===== config.mk =====
export PLATFORM = sky130hd
export DESIGN_NAME = mm_job_sched_flat
export DESIGN_NICKNAME = d
export VERILOG_FILES = /design/src/rtl/mm_job_sched_if.sv /design/src/rtl/mm_job_sched.sv /design/src/flat_wrapper.sv
export SDC_FILE = /design/constraint.sdc
export NUM_CORES = 1
export LEC_CHECK = 0
export ABC_CLOCK_PERIOD_IN_PS = 5590
export BUFFER_PORTS_ARGS = -buffer_cell sky130_fd_sc_hd__buf_2
export CORE_ASPECT_RATIO = 1.4
export CORE_MARGIN = 2
export CORE_UTILIZATION = 30
export DETAILED_ROUTE_END_ITERATION = 12
export PLACE_DENSITY_LB_ADDON = 0.12
export SETUP_SLACK_MARGIN = 0.02
export SYNTH_ARGS = -nofsm -noshare
export SYNTH_HDL_FRONTEND = slang
export SYNTH_SLANG_ARGS = --single-unit
export TNS_END_PERCENT = 30

===== constraint.sdc =====
create_clock -name clk_i -period 5.59 [get_ports clk_i]
set_input_delay 0.2795 -clock clk_i [delete_from_list [all_inputs] [get_ports clk_i]]
set_output_delay 0.2795 -clock clk_i [all_outputs]
set_load 0.02 [all_outputs]

===== src/rtl/mm_job_sched_if.sv =====
// Command, controller and completion signals of the matrix-multiply job scheduler.
// The slave modport is the scheduler; the master modport is its surrounding host/controller.
interface mm_job_sched_if #(
   parameter int ADDR_WIDTH = 10,
   parameter int DEPTH      = 4,
   parameter int ID_W       = 4
);
   localparam int PW = $clog2(DEPTH + 1);

   logic                  cmd_valid_i;
   logic                  cmd_ready_o;
   logic [ADDR_WIDTH-1:0] cmd_base_addra_i;
   logic [ADDR_WIDTH-1:0] cmd_base_addrb_i;
   logic [ADDR_WIDTH-1:0] cmd_base_addrp_i;
   logic [3:0]            cmd_k_i;
   logic [3:0]            cmd_m_i;
   logic [3:0]            cmd_n_i;
   logic [ID_W-1:0]       cmd_id_i;

   logic                  start_o;
   logic [ADDR_WIDTH-1:0] base_addra_o;
   logic [ADDR_WIDTH-1:0] base_addrb_o;
   logic [ADDR_WIDTH-1:0] base_addrp_o;
   logic [3:0]            k_o;
   logic [3:0]            m_o;
   logic [3:0]            n_o;
   logic                  done_i;

   logic                  cpl_valid_o;
   logic                  cpl_ready_i;
   logic [ID_W-1:0]       cpl_id_o;
   logic [1:0]            cpl_err_o;

   logic                  busy_o;
   logic [PW-1:0]         pending_o;
   logic                  spurious_o;

   modport slave (
      input  cmd_valid_i, cmd_base_addra_i, cmd_base_addrb_i, cmd_base_addrp_i,
             cmd_k_i, cmd_m_i, cmd_n_i, cmd_id_i, done_i, cpl_ready_i,
      output cmd_ready_o, start_o, base_addra_o, base_addrb_o, base_addrp_o,
             k_o, m_o, n_o, cpl_valid_o, cpl_id_o, cpl_err_o, busy_o, pending_o, spurious_o
   );

   modport master (
      output cmd_valid_i, cmd_base_addra_i, cmd_base_addrb_i, cmd_base_addrp_i,
             cmd_k_i, cmd_m_i, cmd_n_i, cmd_id_i, done_i, cpl_ready_i,
      input  cmd_ready_o, start_o, base_addra_o, base_addrb_o, base_addrp_o,
             k_o, m_o, n_o, cpl_valid_o, cpl_id_o, cpl_err_o, busy_o, pending_o, spurious_o
   );
endinterface


===== src/rtl/mm_job_sched.sv =====
// Job scheduler in front of the matrix-multiply controller: queues jobs in a small FIFO,
// launches them one at a time with a start pulse and returns one completion record per job.
module mm_job_sched #(
   parameter int ADDR_WIDTH = 10,
   parameter int DEPTH      = 4,
   parameter int ID_W       = 4,
   parameter int TIMEOUT    = 1024
) (
   input logic           clk_i,
   input logic           rst_i,
   mm_job_sched_if.slave sif
);
   localparam int PW = $clog2(DEPTH + 1);
   localparam int AW = (DEPTH > 1) ? $clog2(DEPTH) : 1;
   localparam int TW = (TIMEOUT > 1) ? $clog2(TIMEOUT) : 1;
   localparam logic [TW-1:0] TMAX = TW'(TIMEOUT - 1);
   localparam logic [PW-1:0] FULL = PW'(DEPTH);

   typedef struct packed {
      logic [ADDR_WIDTH-1:0] a;
      logic [ADDR_WIDTH-1:0] b;
      logic [ADDR_WIDTH-1:0] p;
      logic [3:0]            k;
      logic [3:0]            m;
      logic [3:0]            n;
      logic [ID_W-1:0]       id;
   } job_t;

   typedef enum logic [1:0] {S_IDLE, S_LAUNCH, S_RUN, S_CPL} state_t;

   job_t            fifo_mem [DEPTH];
   job_t            cmd_job;
   job_t            head;
   logic [AW-1:0]   wr_ptr;
   logic [AW-1:0]   rd_ptr;
   logic [PW-1:0]   count;
   logic            push;
   logic            pop;
   logic            head_zero;
   state_t          state;
   logic [TW-1:0]   timer;
   logic [ID_W-1:0] cur_id;

   assign cmd_job = '{a: sif.cmd_base_addra_i, b: sif.cmd_base_addrb_i, p: sif.cmd_base_addrp_i,
                      k: sif.cmd_k_i, m: sif.cmd_m_i, n: sif.cmd_n_i, id: sif.cmd_id_i};

   assign sif.cmd_ready_o = (count < FULL);
   assign sif.pending_o   = count;
   assign push            = sif.cmd_valid_i && sif.cmd_ready_o;
   // Pop only reads entries written on an earlier edge, so there is no same-cycle bypass.
   assign pop             = (state == S_IDLE) && (count != '0);
   assign head            = fifo_mem[rd_ptr];
   assign head_zero       = (head.k == 4'd0) || (head.m == 4'd0) || (head.n == 4'd0);

   always_ff @(posedge clk_i) begin
      if (push) fifo_mem[wr_ptr] <= cmd_job;
   end

   always_ff @(posedge clk_i) begin
      if (rst_i) begin
         wr_ptr <= '0;
         rd_ptr <= '0;
         count  <= '0;
      end else begin
         if (push) wr_ptr <= wr_ptr + 1'b1;
         if (pop)  rd_ptr <= rd_ptr + 1'b1;
         case ({push, pop})
            2'b10:   count <= count + 1'b1;
            2'b01:   count <= count - 1'b1;
            default: count <= count;
         endcase
      end
   end

   always_ff @(posedge clk_i) begin
      if (rst_i) begin
         state            <= S_IDLE;
         timer            <= '0;
         cur_id           <= '0;
         sif.start_o      <= 1'b0;
         sif.cpl_valid_o  <= 1'b0;
         sif.cpl_id_o     <= '0;
         sif.cpl_err_o    <= 2'b00;
         sif.busy_o       <= 1'b0;
         sif.spurious_o   <= 1'b0;
         sif.base_addra_o <= '0;
         sif.base_addrb_o <= '0;
         sif.base_addrp_o <= '0;
         sif.k_o          <= '0;
         sif.m_o          <= '0;
         sif.n_o          <= '0;
      end else begin
         sif.start_o <= 1'b0;
         if (sif.done_i && (state != S_RUN)) sif.spurious_o <= 1'b1;
         unique case (state)
            S_IDLE: begin
               if (pop) begin
                  sif.base_addra_o <= head.a;
                  sif.base_addrb_o <= head.b;
                  sif.base_addrp_o <= head.p;
                  sif.k_o          <= head.k;
                  sif.m_o          <= head.m;
                  sif.n_o          <= head.n;
                  cur_id           <= head.id;
                  sif.busy_o       <= 1'b1;
                  // A degenerate job is reported straight away and never reaches the controller.
                  if (head_zero) begin
                     state           <= S_CPL;
                     sif.cpl_valid_o <= 1'b1;
                     sif.cpl_id_o    <= head.id;
                     sif.cpl_err_o   <= 2'b01;
                  end else begin
                     state <= S_LAUNCH;
                  end
               end
            end
            S_LAUNCH: begin
               sif.start_o <= 1'b1;
               timer       <= '0;
               state       <= S_RUN;
            end
            S_RUN: begin
               if (sif.done_i) begin
                  state           <= S_CPL;
                  sif.cpl_valid_o <= 1'b1;
                  sif.cpl_id_o    <= cur_id;
                  sif.cpl_err_o   <= 2'b00;
               end else if (timer == TMAX) begin
                  state           <= S_CPL;
                  sif.cpl_valid_o <= 1'b1;
                  sif.cpl_id_o    <= cur_id;
                  sif.cpl_err_o   <= 2'b10;
               end else begin
                  timer <= timer + 1'b1;
               end
            end
            S_CPL: begin
               if (sif.cpl_ready_i) begin
                  state           <= S_IDLE;
                  sif.cpl_valid_o <= 1'b0;
                  sif.busy_o      <= 1'b0;
               end
            end
            default: state <= S_IDLE;
         endcase
      end
   end
endmodule

===== src/flat_wrapper.sv =====
// flat-port wrapper written by rule: the top's interface ports become plain ports
module mm_job_sched_flat 
#(
   parameter int ADDR_WIDTH = 10,
   parameter int DEPTH      = 4,
   parameter int ID_W       = 4,
   parameter int TIMEOUT    = 1024
)
  (clk_i, rst_i, sif_cmd_valid_i, sif_cmd_base_addra_i, sif_cmd_base_addrb_i, sif_cmd_base_addrp_i, sif_cmd_k_i, sif_cmd_m_i, sif_cmd_n_i, sif_cmd_id_i, sif_done_i, sif_cpl_ready_i, sif_cmd_ready_o, sif_start_o, sif_base_addra_o, sif_base_addrb_o, sif_base_addrp_o, sif_k_o, sif_m_o, sif_n_o, sif_cpl_valid_o, sif_cpl_id_o, sif_cpl_err_o, sif_busy_o, sif_pending_o, sif_spurious_o);
  mm_job_sched_if #(.ADDR_WIDTH(ADDR_WIDTH), .DEPTH(DEPTH), .ID_W(ID_W)) sif_i ();
  input logic clk_i;
  input logic rst_i;
  input wire logic [$bits(sif_i.cmd_valid_i)-1:0] sif_cmd_valid_i;
  input wire logic [$bits(sif_i.cmd_base_addra_i)-1:0] sif_cmd_base_addra_i;
  input wire logic [$bits(sif_i.cmd_base_addrb_i)-1:0] sif_cmd_base_addrb_i;
  input wire logic [$bits(sif_i.cmd_base_addrp_i)-1:0] sif_cmd_base_addrp_i;
  input wire logic [$bits(sif_i.cmd_k_i)-1:0] sif_cmd_k_i;
  input wire logic [$bits(sif_i.cmd_m_i)-1:0] sif_cmd_m_i;
  input wire logic [$bits(sif_i.cmd_n_i)-1:0] sif_cmd_n_i;
  input wire logic [$bits(sif_i.cmd_id_i)-1:0] sif_cmd_id_i;
  input wire logic [$bits(sif_i.done_i)-1:0] sif_done_i;
  input wire logic [$bits(sif_i.cpl_ready_i)-1:0] sif_cpl_ready_i;
  output wire logic [$bits(sif_i.cmd_ready_o)-1:0] sif_cmd_ready_o;
  output wire logic [$bits(sif_i.start_o)-1:0] sif_start_o;
  output wire logic [$bits(sif_i.base_addra_o)-1:0] sif_base_addra_o;
  output wire logic [$bits(sif_i.base_addrb_o)-1:0] sif_base_addrb_o;
  output wire logic [$bits(sif_i.base_addrp_o)-1:0] sif_base_addrp_o;
  output wire logic [$bits(sif_i.k_o)-1:0] sif_k_o;
  output wire logic [$bits(sif_i.m_o)-1:0] sif_m_o;
  output wire logic [$bits(sif_i.n_o)-1:0] sif_n_o;
  output wire logic [$bits(sif_i.cpl_valid_o)-1:0] sif_cpl_valid_o;
  output wire logic [$bits(sif_i.cpl_id_o)-1:0] sif_cpl_id_o;
  output wire logic [$bits(sif_i.cpl_err_o)-1:0] sif_cpl_err_o;
  output wire logic [$bits(sif_i.busy_o)-1:0] sif_busy_o;
  output wire logic [$bits(sif_i.pending_o)-1:0] sif_pending_o;
  output wire logic [$bits(sif_i.spurious_o)-1:0] sif_spurious_o;
  assign sif_i.cmd_valid_i = sif_cmd_valid_i;
  assign sif_i.cmd_base_addra_i = sif_cmd_base_addra_i;
  assign sif_i.cmd_base_addrb_i = sif_cmd_base_addrb_i;
  assign sif_i.cmd_base_addrp_i = sif_cmd_base_addrp_i;
  assign sif_i.cmd_k_i = sif_cmd_k_i;
  assign sif_i.cmd_m_i = sif_cmd_m_i;
  assign sif_i.cmd_n_i = sif_cmd_n_i;
  assign sif_i.cmd_id_i = sif_cmd_id_i;
  assign sif_i.done_i = sif_done_i;
  assign sif_i.cpl_ready_i = sif_cpl_ready_i;
  assign sif_cmd_ready_o = sif_i.cmd_ready_o;
  assign sif_start_o = sif_i.start_o;
  assign sif_base_addra_o = sif_i.base_addra_o;
  assign sif_base_addrb_o = sif_i.base_addrb_o;
  assign sif_base_addrp_o = sif_i.base_addrp_o;
  assign sif_k_o = sif_i.k_o;
  assign sif_m_o = sif_i.m_o;
  assign sif_n_o = sif_i.n_o;
  assign sif_cpl_valid_o = sif_i.cpl_valid_o;
  assign sif_cpl_id_o = sif_i.cpl_id_o;
  assign sif_cpl_err_o = sif_i.cpl_err_o;
  assign sif_busy_o = sif_i.busy_o;
  assign sif_pending_o = sif_i.pending_o;
  assign sif_spurious_o = sif_i.spurious_o;
  mm_job_sched #(.ADDR_WIDTH(ADDR_WIDTH), .DEPTH(DEPTH), .ID_W(ID_W), .TIMEOUT(TIMEOUT)) u_core (.clk_i(clk_i), .rst_i(rst_i), .sif(sif_i));
endmodule

Word level (Yosys, flattened, before mapping)
Memory sizes are Yosys's and may differ from the RTL's. A register that Yosys moved wholly into a read port is not among the register bits.
Index checks and enable logic that the tools add are counted.
Word-level totals
  register bits after elaboration: 75
  RAM bits: 184
  input bits: 51
  output and inout port bits: 56
  logic and storage cells: 92
  memories kept: 1
Operators by class
  add/subtract/negate cells: 5
  order comparisons: 1
  equality and inequality tests: 13
  mux-type cells: 33
  reduce and logical (&&, ||, !) cells: 21
Memories
  u_core.fifo_mem: depth 4, bits a word 46, read ports 1, clocked after Yosys merged registers in 1, wr ports 1, RTL line mm_job_sched.sv:31  | job_t fifo_mem [DEPTH];
Operators by type and width (number)
  $mux W2: 11
  $mux W10: 2
  $pmux W10 S2: 1
  $mux W4: 4
  $logic_not A4 Y1: 3
  $add A10 B1 Y10 const B: 1
  $eq A10 B10 Y1 const B: 1
  $mux W1: 9
  $reduce_and A3 Y1: 3
  $ne A2 B2 Y1 const B: 4
  $pmux W2 S4: 1
  $pmux W4 S2: 1
  $reduce_bool A2 Y1: 4
  $eq A2 B2 Y1 const B: 3
  $pmux W3 S2: 1
  $reduce_bool A3 Y1: 2
  $reduce_and A5 Y1: 1
  $add A2 B1 Y2 const B: 2
  $eq A2 B1 Y1 const B: 2
  $ne A2 B1 Y1 const B: 2
  $pmux W2 S2: 1
  $reduce_and A4 Y1: 1
  $add A3 B1 Y3 const B: 1
  $logic_and A1 B1 Y1: 3
  8 further kinds: 9

Depth between registers and ports, before layout
Gate-level depths: netlist of the first run.
  word-level depth: 6
  depth in mapped cells: 11
  gate-level depth less buffers: 10

Worst setup path after synthesis of the first run
OpenSTA, ideal clock, no wires.
  path type: register to register
  start point: reg u_core.count[2], in the netlist u_core.sif.pending_o[2]
  end point: reg u_core.count[2], in the netlist u_core.sif.pending_o[2]
  library setup time: 70 ps
  data arrival time: 2350 ps
  required time: 5520 ps
  slack: 3169 ps
  stages on the path, launching flop included: 11
  path buffers: 1
  period minus slack after synthesis: 2421 ps
  cell sequence: dfxtp_1 > nor3_1 > nand2b_1 > inv_1 > clkbuf_1 > ha_1 > inv_1 > fa_1 > xor2_1 > or3_1 > a21oi_1
Between the ends
  word-level cells in the longest chain between the ends: 4
  elaborated cells on any way between the ends: 10
  classes of those cells: add/sub (2); order compare (1); eq/ne (2); mux (1); reduce/logical (4)
RTL lines
  start, declared: RTL line mm_job_sched.sv:36  | logic [PW-1:0] count;
  start signal, assigned: RTL line mm_job_sched.sv:68  | 2'b10: count <= count + 1'b1;
  start signal, assigned: RTL line mm_job_sched.sv:69  | 2'b01: count <= count - 1'b1;
  start signal, assigned: RTL line mm_job_sched.sv:70  | default: count <= count;
  $reduce_bool A3 Y1 *: RTL line mm_job_sched.sv:51  | assign pop = (state == S_IDLE) && (count != '0);
  $logic_and A1 B1 Y1 *: RTL line mm_job_sched.sv:51
  net u_core.pop: RTL line mm_job_sched.sv:38  | logic pop;
  $eq A2 B1 Y1 or $eq A2 B2 Y1 (tied branches): RTL line mm_job_sched.sv:67  | case ({push, pop})
  $pmux W3 S2 or $reduce_bool A2 Y1 (tied branches)
The timed path passes the listed nets; every way through them passes the cells marked *.
A chain may end at the register's enable or synchronous reset.

Final worst setup path of the first run
  start point: reg u_core.state[0]
  end point: reg u_core.count[2], in the netlist u_core.sif.pending_o[2]
Between the ends
  word-level cells in the longest chain between the ends: 4
  elaborated cells on any way between the ends: 6
  classes of those cells: eq/ne (2); mux (1); reduce/logical (3)
RTL lines
  start, declared: RTL line mm_job_sched.sv:40  | state_t state;
  start signal, assigned: RTL line mm_job_sched.sv:77  | state <= S_IDLE;
  start signal, assigned: RTL line mm_job_sched.sv:108  | state <= S_CPL;
  start signal, assigned: RTL line mm_job_sched.sv:113  | state <= S_LAUNCH;
  $logic_not A2 Y1 *: RTL line mm_job_sched.sv:51
  $logic_and A1 B1 Y1 *: RTL line mm_job_sched.sv:51
  $eq A2 B1 Y1 or $eq A2 B2 Y1 (tied branches): RTL line mm_job_sched.sv:67
  $pmux W3 S2 or $reduce_bool A2 Y1 (tied branches)
Mark *: on every way between the ends. The rest lies on a longest branch, timed or not.

==> impl_results.md, run 1 <==
* FF-to-FF End: u_core.sif.pending_o[2]
* CTS tree: yes
* Layout net count at 841
* Post-Synth XOR/XNOR Area at 0.8995%
* WHS Endpoint: u_core.sif.busy_o
* Critical setup path kind: reg -> reg
* Number of global-route vias before repair at between 6000 and 7000
* Peak Freq at 0.3048 GHz
* Vias at 5598
* Clock insertion delay at the later pin of the skew report at 540 ps
* Psw at 0.002084 W
* Initial antenna violation count at 1
* R2R depth at 12
* Static Leak at approximately 4.2 nW
* Sequential share of power at 42.5%
* Post-synthesis mux area share at 11.15%
* Finished Layout Cells at 1200
* Worst setup path start: u_core.state[0]
* Crit path time final at 3281 ps
* GP Congestion at 0.7134
* WL final at 22.22 mm
* Clock Tree Buf Depth at 3
* Clk slew on worst S/H paths at approximately 60 ps
* Syn avg cell area at 15.65 µm²
* Largest net degree at the start of global routing at 70
* Hold path start: sif_cpl_ready_i
* Clock power share at 29.0%
* Layout cell share with drive strength beyond 1 at about a quarter
* Max incr delay on CP at 510 ps
* Compound-Gate Fraction of Synth Area at roughly 5.0%
* R2r setup slk at about 2300 ps
* Post-route setup TNS at 0 ps
* Placed Area at approximately 11000 µm²
* Post-Route M1 WL at 9.063 mm
* Logic gate share of total power at 28.5%
* CP Data Required Time at 6050 ps
* Die outline height at 217.2 µm
* Worst rel slew slack at 31.21%
* Max FO, Critical Path at 49
* Die Width at 156.3 µm
* Drt first pass iters at 4
* Final Hold Viols at 0
* Max_cap viols at 0
* Clk_skew at 15.71 ps
* Cell taking the most area after synthesis: edfxtp_1
* Post-synthesis instance total at 622
* Die Area at 33930 µm²
* Root Buffer: clkbuf_16
* Post-Syn Area at 9737 µm²
* Setup Viol. Count Final at 0
* Post-synthesis sequential area ratio at 72.58%
* GRT Total Usage at around an eighth
* Starting density of the core at 30.23%
* Largest cells by area after synthesis: edfxtp_1 (57%), dfxtp_1 (16%), mux4_2 (11%)
* Initial DRC count at approximately 270
* Clock sinks at 261
* Row count at 78
* Grt ovf at 0
* Synth cell types at 38
* DP HPWL at 12.56 mm
* Tcrit/Tclk final at 58.70%
* Slowest-stage cell, CP: buf_4
* PwrDens at between 500 and 600 nW/µm²
* CP arrival at roughly 3700 ps
* Port bufs at around 110
* Fin. max-slew vios at 0
* Fillers at 3079
* I/O pin count at 107
* Yosys warnings at 0
* Synth Area in Simple Gates at under 10%
* Status: complete, no violations
* RSZ-0062 raised after global routing: false
* Setup Buffers After CTS at 0
* Core Footprint at about 32000 µm²
* WL per Instance at 18.52 µm
* ANT nets after route at 0
* DR WL met2 at 11.69 mm
* Crit path cell chain: inv_1 -> ha_1 -> nand2b_2 -> buf_4 -> inv_2 -> buf_4 -> ha_1 -> inv_1 -> fa_1 -> xor2_1 -> or3_1 -> a21oi_1
* CTS Buf Count at 27
* First-pass GRT wire length at 34.42 mm
* # DRC at 0
* Critical Path End Type: flip-flop
* Top Metal Used: met4
* Cell area after layout at 12090 µm²
* Switching share of power at around a third
* Area growth syn-to-layout at 24.12%
* Placed cells at about 1100
* Yosys top cell area share at 56.75%
* Number of synthesized register bits at 261
* Vias/cell at roughly 4.7
* Met3 Wirelength at roughly 1.0 mm
* Post-synthesis adder-cell area fraction at around 1.5%
* Htree depth at 1
* Hold Crit Depth at 4
* Layout Utilization at 37.53%
* Main combinational cell family by area after synthesis: multiplexers
* Max VDD drop at 0.0002868 V
* Slew @ Worst Pin at between 1000 and 1500 ps
* Mapped Nets at a little under 700
* CP startpoint kind: flip-flop
* Internal at 0.004268 W
* Crit Reg-Reg Startpoint: u_core.state[0]
* HP Class: in -> reg
-- registers in the layout, summed over array words and instances, names as in the netlist, 10 cells and up, named ones only --
name                     cells
u_core.fifo_mem            184
u_core.sif.base_addra_o     10
u_core.sif.base_addrb_o     10
u_core.sif.base_addrp_o     10
u_core.timer                10
-- what timing repair did --
| item | 4_1_cts | 5_1_grt |
|---|---|---|
| endpoints found under the hold margin | 185 | 0 |
| hold buffers | 47 | 0 |
| gates resized for setup | 0 | 0 |
| setup endpoints to repair | 0 | 0 |
-- Yosys cell counts --
master,number
o21ai_0,8
a211oi_1,6
a41oi_1,2
nand2b_1,3
buf_6,3
nor2_1,24
a31o_2,1
nor2b_1,3
and4_1,1
nor3_1,5
or2_2,1
nor4_2,1
fa_1,1
inv_1,11
mux2i_1,5
xor2_1,3
clkbuf_1,23
buf_1,3
a22oi_1,2
buf_2,4
and3_1,1
a21oi_1,62
nor4_1,1
nand3_1,5
ha_1,10
a311oi_1,1
o211ai_1,1
dfxtp_1,77
and2_1,4
nand2_1,102
edfxtp_1,184
xnor2_1,7
or3_1,7
clkinv_1,1
a41o_1,1
mux4_2,46
a31oi_1,1
o41ai_2,1
-- power by group through the flow --
stage / logic, W / registers, W / clock network, W
after global routing: 0.00201 / 0.00276 / 0.00197
final: 0.00181 / 0.00270 / 0.00184
after CTS: 0.00186 / 0.00272 / 0.00191
after floorplan: 0.00120 / 0.00277 / 0
after detailed placement: 0.00183 / 0.00276 / 0
after global placement: 0.00181 / 0.00274 / 0
-- layer usage --
layer,up-vias,GRT usage (%)
met5,-,0
met4,0,3.853
met3,27,2.429
met2,113,24.68
met1,2818,15.17
li1,2640,-
-- through the flow --
stage / setup slack [ps] / power, W / hold slack (ps)
after floorplan: 3169 / 0.003970 / 378.4
after global placement: 2370 / 0.004550 / 441.5
after detailed placement: 2250 / 0.004590 / 443.7
after CTS: 2240 / 0.006490 / 63.21
after global routing: 2012 / 0.006739 / 80.21
final: 2309 / 0.006352 / 91.53
-- how the worst max path moves through the flow --
stage | end | slack, ps | cells past startpoint
6_report | u_core.sif.pending_o[2] | 2310 | 12
4_1_cts | u_core.sif.pending_o[2] | 2240 | 11
2_1_floorplan | u_core.sif.pending_o[2] | 3170 | 10
3_3_place_gp | u_core.sif.pending_o[2] | 2370 | 11
3_5_place_dp | u_core.sif.pending_o[2] | 2250 | 12
5_1_grt | u_core.sif.pending_o[2] | 2010 | 11
-- placed cells by master, fill, tap and decap left out, types with 7 or more instances in the layout --
cell type and n:
mux4_2 46, clkbuf_16 28, buf_4 8, inv_1 10, or3_1 7, o21ai_0 8, xnor2_1 7, nor2_1 24
dfxtp_1 75, edfxtp_1 184, buf_2 106, a21oi_1 62, dlygate4sd3_1 47, nand2_1 102, ha_1 10
-- cell families (layout without fill, tap and decap cells) --
| group | count (synthesis) | after routing |
|---|---|---|
| fa+ha+maj | 11 | 11 |
| mux | 51 | 51 |
| buf+inv | 45 | 222 |
| flops | 261 | 261 |
| other cells | 0 | 1 |
| compound gates | 86 | 86 |
| xor+xnor | 10 | 10 |
| simple gates | 158 | 158 |
-- critical path: cells and delay by family (launching register included) --
family,cells,cell delay (ps)
and+or+nand+nor,2,410
AOI/OAI and AO/OA,1,150
xor gates and xnor gates,1,150
buffers and inverters,5,1100
DFF,1,340
adders and majority gates,3,1000
-- layout make-up --
class / instances / area, µm² / share of cell area (%)
inverters: 12 / 45.04 / 0.3727
well taps: 400 / 500.5 / 4.141
multi-input cells: 316 / 2481 / 20.53
clock buffers: 39 / 802.0 / 6.636
flip-flops and latches: 261 / 7072 / 58.52
clock inverters: 10 / 121.4 / 1.004
repair buffers: 161 / 1061 / 8.779
diodes: 1 / 2.502 / 0.02071
Note: power is estimated with default switching activity, not from simulation.
==> run 2: changes to the inputs <==
Settings changed: ABC_AREA set to 1, ABC_CLOCK_PERIOD_IN_PS 5590 to 3200.
Clock period 5.59 ns to 3.2 ns, I/O delays scaled along.
==> run 2 against run 1 <==
Effect of this change:
- flip-flop and latch count is the same
- synthesized cell count increased by 40%
- first-iteration DRC count rose by 54%
- via count up 20%
- sequential power grew 71%
- critical path type unchanged
- cell count is 24% higher
- routed wire length is 9.6% higher
- design area grew 2.2%
- non-clock buffer count up 7
- largest power group unchanged
- highest routed layer unchanged
- global-route usage is 0.96 points higher
==> impl_results.md, run 2 <==
* Htree depth at 1
* Final WS setup at between 900 and 1000 ps
* Core Footprint at 32500 µm²
* Vias/cell at roughly 4.5
* CTS tree: yes
* WL final at 24.35 mm
* Number of global-route vias before repair at between 6000 and 7000
* Die Width at 157.7 µm
* Status: complete, no violations
* Cell taking the most area after synthesis: edfxtp_1
* I/O pin count at ~110
* Clock Tree Buf Depth at 3
* Drt first pass iters at 6
* Register bank with the most flops: u_core.fifo_mem
* Async set-or-reset flop fraction in the synthesized netlist at 0%
* Final Hold Viols at 0
* Max FO, Critical Path at 92
* Row count at 78
* Peak Freq at 0.4388 GHz
* Critical setup path kind: reg -> reg
* Yosys warnings at 0
* Layout Utilization at 38.00%
* Internal at 0.007229 W
* Setup Viol. Count Final at 0
* Slew @ Worst Pin at 1029 ps
* CP startpoint kind: flip-flop
* ANT nets after route at 0
* Sequential share of power at 40.9%
* DP HPWL at 13.44 mm
* Tcrit/Tclk final at 71.22%
* Die outline height at 219.2 µm
* Die Area at 34560 µm²
* Post-Syn Area at 9921 µm²
* Worst path most repeated cell: nand2_1
* Fin. max-slew vios at 0
* Mapped Nets at 935
* Cell area after layout at 12350 µm²
* CP arrival at 2710 ps
* Post-synthesis instance total at 873
* Clk_skew at 14.38 ps
* Number of synthesized register bits at 261
* Crit path cell chain: buf_4 -> nand2_1 -> nand3_1 -> nand2_1 -> nand2_1 -> nor2_1 -> nor2_2 -> nand2_4 -> nand3_4 -> nand2_1 -> nand2_1 -> nor2_1
* EDFF count, synth at 184
* Port bufs at 106
* Cts repair resizes at 0
* GP Congestion at 0.6979
* Crit path time final at between 2000 and 2500 ps
* Starting density of the core at 30.53%
* Clk slew on worst S/H paths at 60 ps
* Yosys top cell area share at a little under three fifths
* Area growth syn-to-layout at 24.48%
* First-pass GRT wire length at 37.61 mm
* Layout net count at 1086
* # DRC at 0
* Logic gate share of total power at 31.5%
* Vias at approximately 6700
* Initial DRC count at 413
* Root Buffer: clkbuf_16
* Max FFs per register at 184
* CTS Buf Count at 27
* CP Data Required Time at 3630 ps
* Initial antenna violation count at 1
* Most frequent cells in the layout: edfxtp_1 (184), nor2_1 (154), o21ai_0 (123), buf_2 (106), nand2_1 (104)
* PwrDens at around 910 nW/µm²
* Finished Layout Cells at 1484
* WL per Instance at 16.41 µm
* Syn avg cell area at approximately 11 µm²
* Synth Flop Type: edfxtp_1
* Top cells by count, synth: edfxtp_1 (184), nor2_1 (158), o21ai_0 (123)
* Commonest non-fill, non-tap cell in the layout: edfxtp_1
* Synth cell types at 31
* Slowest-stage cell, CP: buf_4
* HP Class: in -> reg
* Post-synthesis sequential area ratio at between 70 and 80%
* Placed cells at 1386
* Grt ovf at 0
* Clock power share at 27.6%
* Worst rel slew slack at 31.37%
* Psw at 0.004033 W
* Max_cap viols at 0
* Switching share of power at 35.81%
* Critical Path End Type: flip-flop
* CP bufs+invs at 1
* Static Leak at 4.612 nW
* RSZ-0062 raised after global routing: false
* Clock sinks at 261
* Delay-heaviest family, CP: simple AND/OR/NAND/NOR gates
* Most common cell in the netlist: edfxtp_1
* Largest net degree at the start of global routing at 96
* Layout cell share with drive strength beyond 1 at 16.78%
* Setup WS pre-CTS at 862.6 ps
* Max incr delay on CP at 790 ps
* Fillers at 3179
* Clock insertion delay at the later pin of the skew report at 540 ps
* GRT Total Usage at between 10 and 15%
* Placed Area at 10980 µm²
* Max VDD drop at 0.0004777 V
* Largest cells by area after synthesis: edfxtp_1 (56%), dfxtp_1 (16%), o21ai_0 (6.2%)
## run 2: cell families (layout without fill, tap and decap cells)
group,count (synthesis),after routing,share of synthesized area (%)
compound gates,209,209,11.11
fa+ha+maj,11,11,1.463
buf+inv,87,257,3.771
flops,261,261,71.23
other cells,0,1,0
simple gates,305,305,12.42
## run 2: what timing repair did
item                                    in CTS  in global routing
hold buffers                                49                  0
endpoints found under the hold margin      196                  0
buffers inserted                             0                  0
endpoints found under the setup margin       0                  0
## run 2: final cells by class
| type | count | area [µm²] | share of cell area, % |
|---|---|---|---|
| Multi-Input combinational cell | 525 | 2510 | 20.32 |
| Tap cell | 440 | 550.5 | 4.458 |
| Sequential cell | 261 | 7072 | 57.26 |
| Inverter | 41 | 155.1 | 1.256 |
| Timing Repair Buffer | 168 | 1181 | 9.564 |
| Antenna cell | 1 | 2.502 | 0.02026 |
| Clock buffer | 36 | 769.5 | 6.231 |
| Clock inverter | 12 | 108.9 | 0.8815 |
## run 2: path summary, 6_finish.rpt
path | startpoint | endpoint | slack, ps | cells past startpoint
setup / recovery | flip-flop | u_core.sif.cpl_id_o[1] | 920 | 12
setup reg to reg | flip-flop | u_core.sif.cpl_id_o[1] | 920 | 12
hold reg to reg | u_core.cur_id[0] | u_core.cur_id[0] | 450 | 2
hold / removal | sif_cpl_ready_i | u_core.sif.busy_o | 60 | 4
## run 2: worst min-delay path: stages
cell	delay [ps]
buf_2	80
nor2_1	40
o31ai_1	210
a21oi_1	60
## run 2: routing by layer
| layer | GRT usage (%) | up-vias | part of all wire, % |
|---|---|---|---|
| met5 | 0 | - | 0 |
| met4 | 4.152 | 0 | 1.8 |
| met3 | 2.271 | 28 | 3.6 |
| met2 | 24.77 | 100 | 50 |
| met1 | 17.90 | 3228 | 44 |
| li1 | - | 3363 | - |
## run 2: power by group through the flow
stage	clock [W]	combinational (W)	sequential [W]
after floorplan	0	0.00205	0.00501
after global placement	0	0.00355	0.00469
after detailed placement	0	0.00357	0.00469
after CTS	0.00320	0.00363	0.00462
after global routing	0.00334	0.00403	0.00468
final	0.00311	0.00355	0.00461
## run 2: metrics by stage
step	setup TNS, ps	power [W]	hold WS [ps]
finish	0	0.01126	60.31
global route	0	0.01204	113.2
global placement	0	0.008246	380.4
CTS	0	0.01146	32.94
detailed placement	0	0.008260	380.6
floorplan	-2457	0.007053	238.5
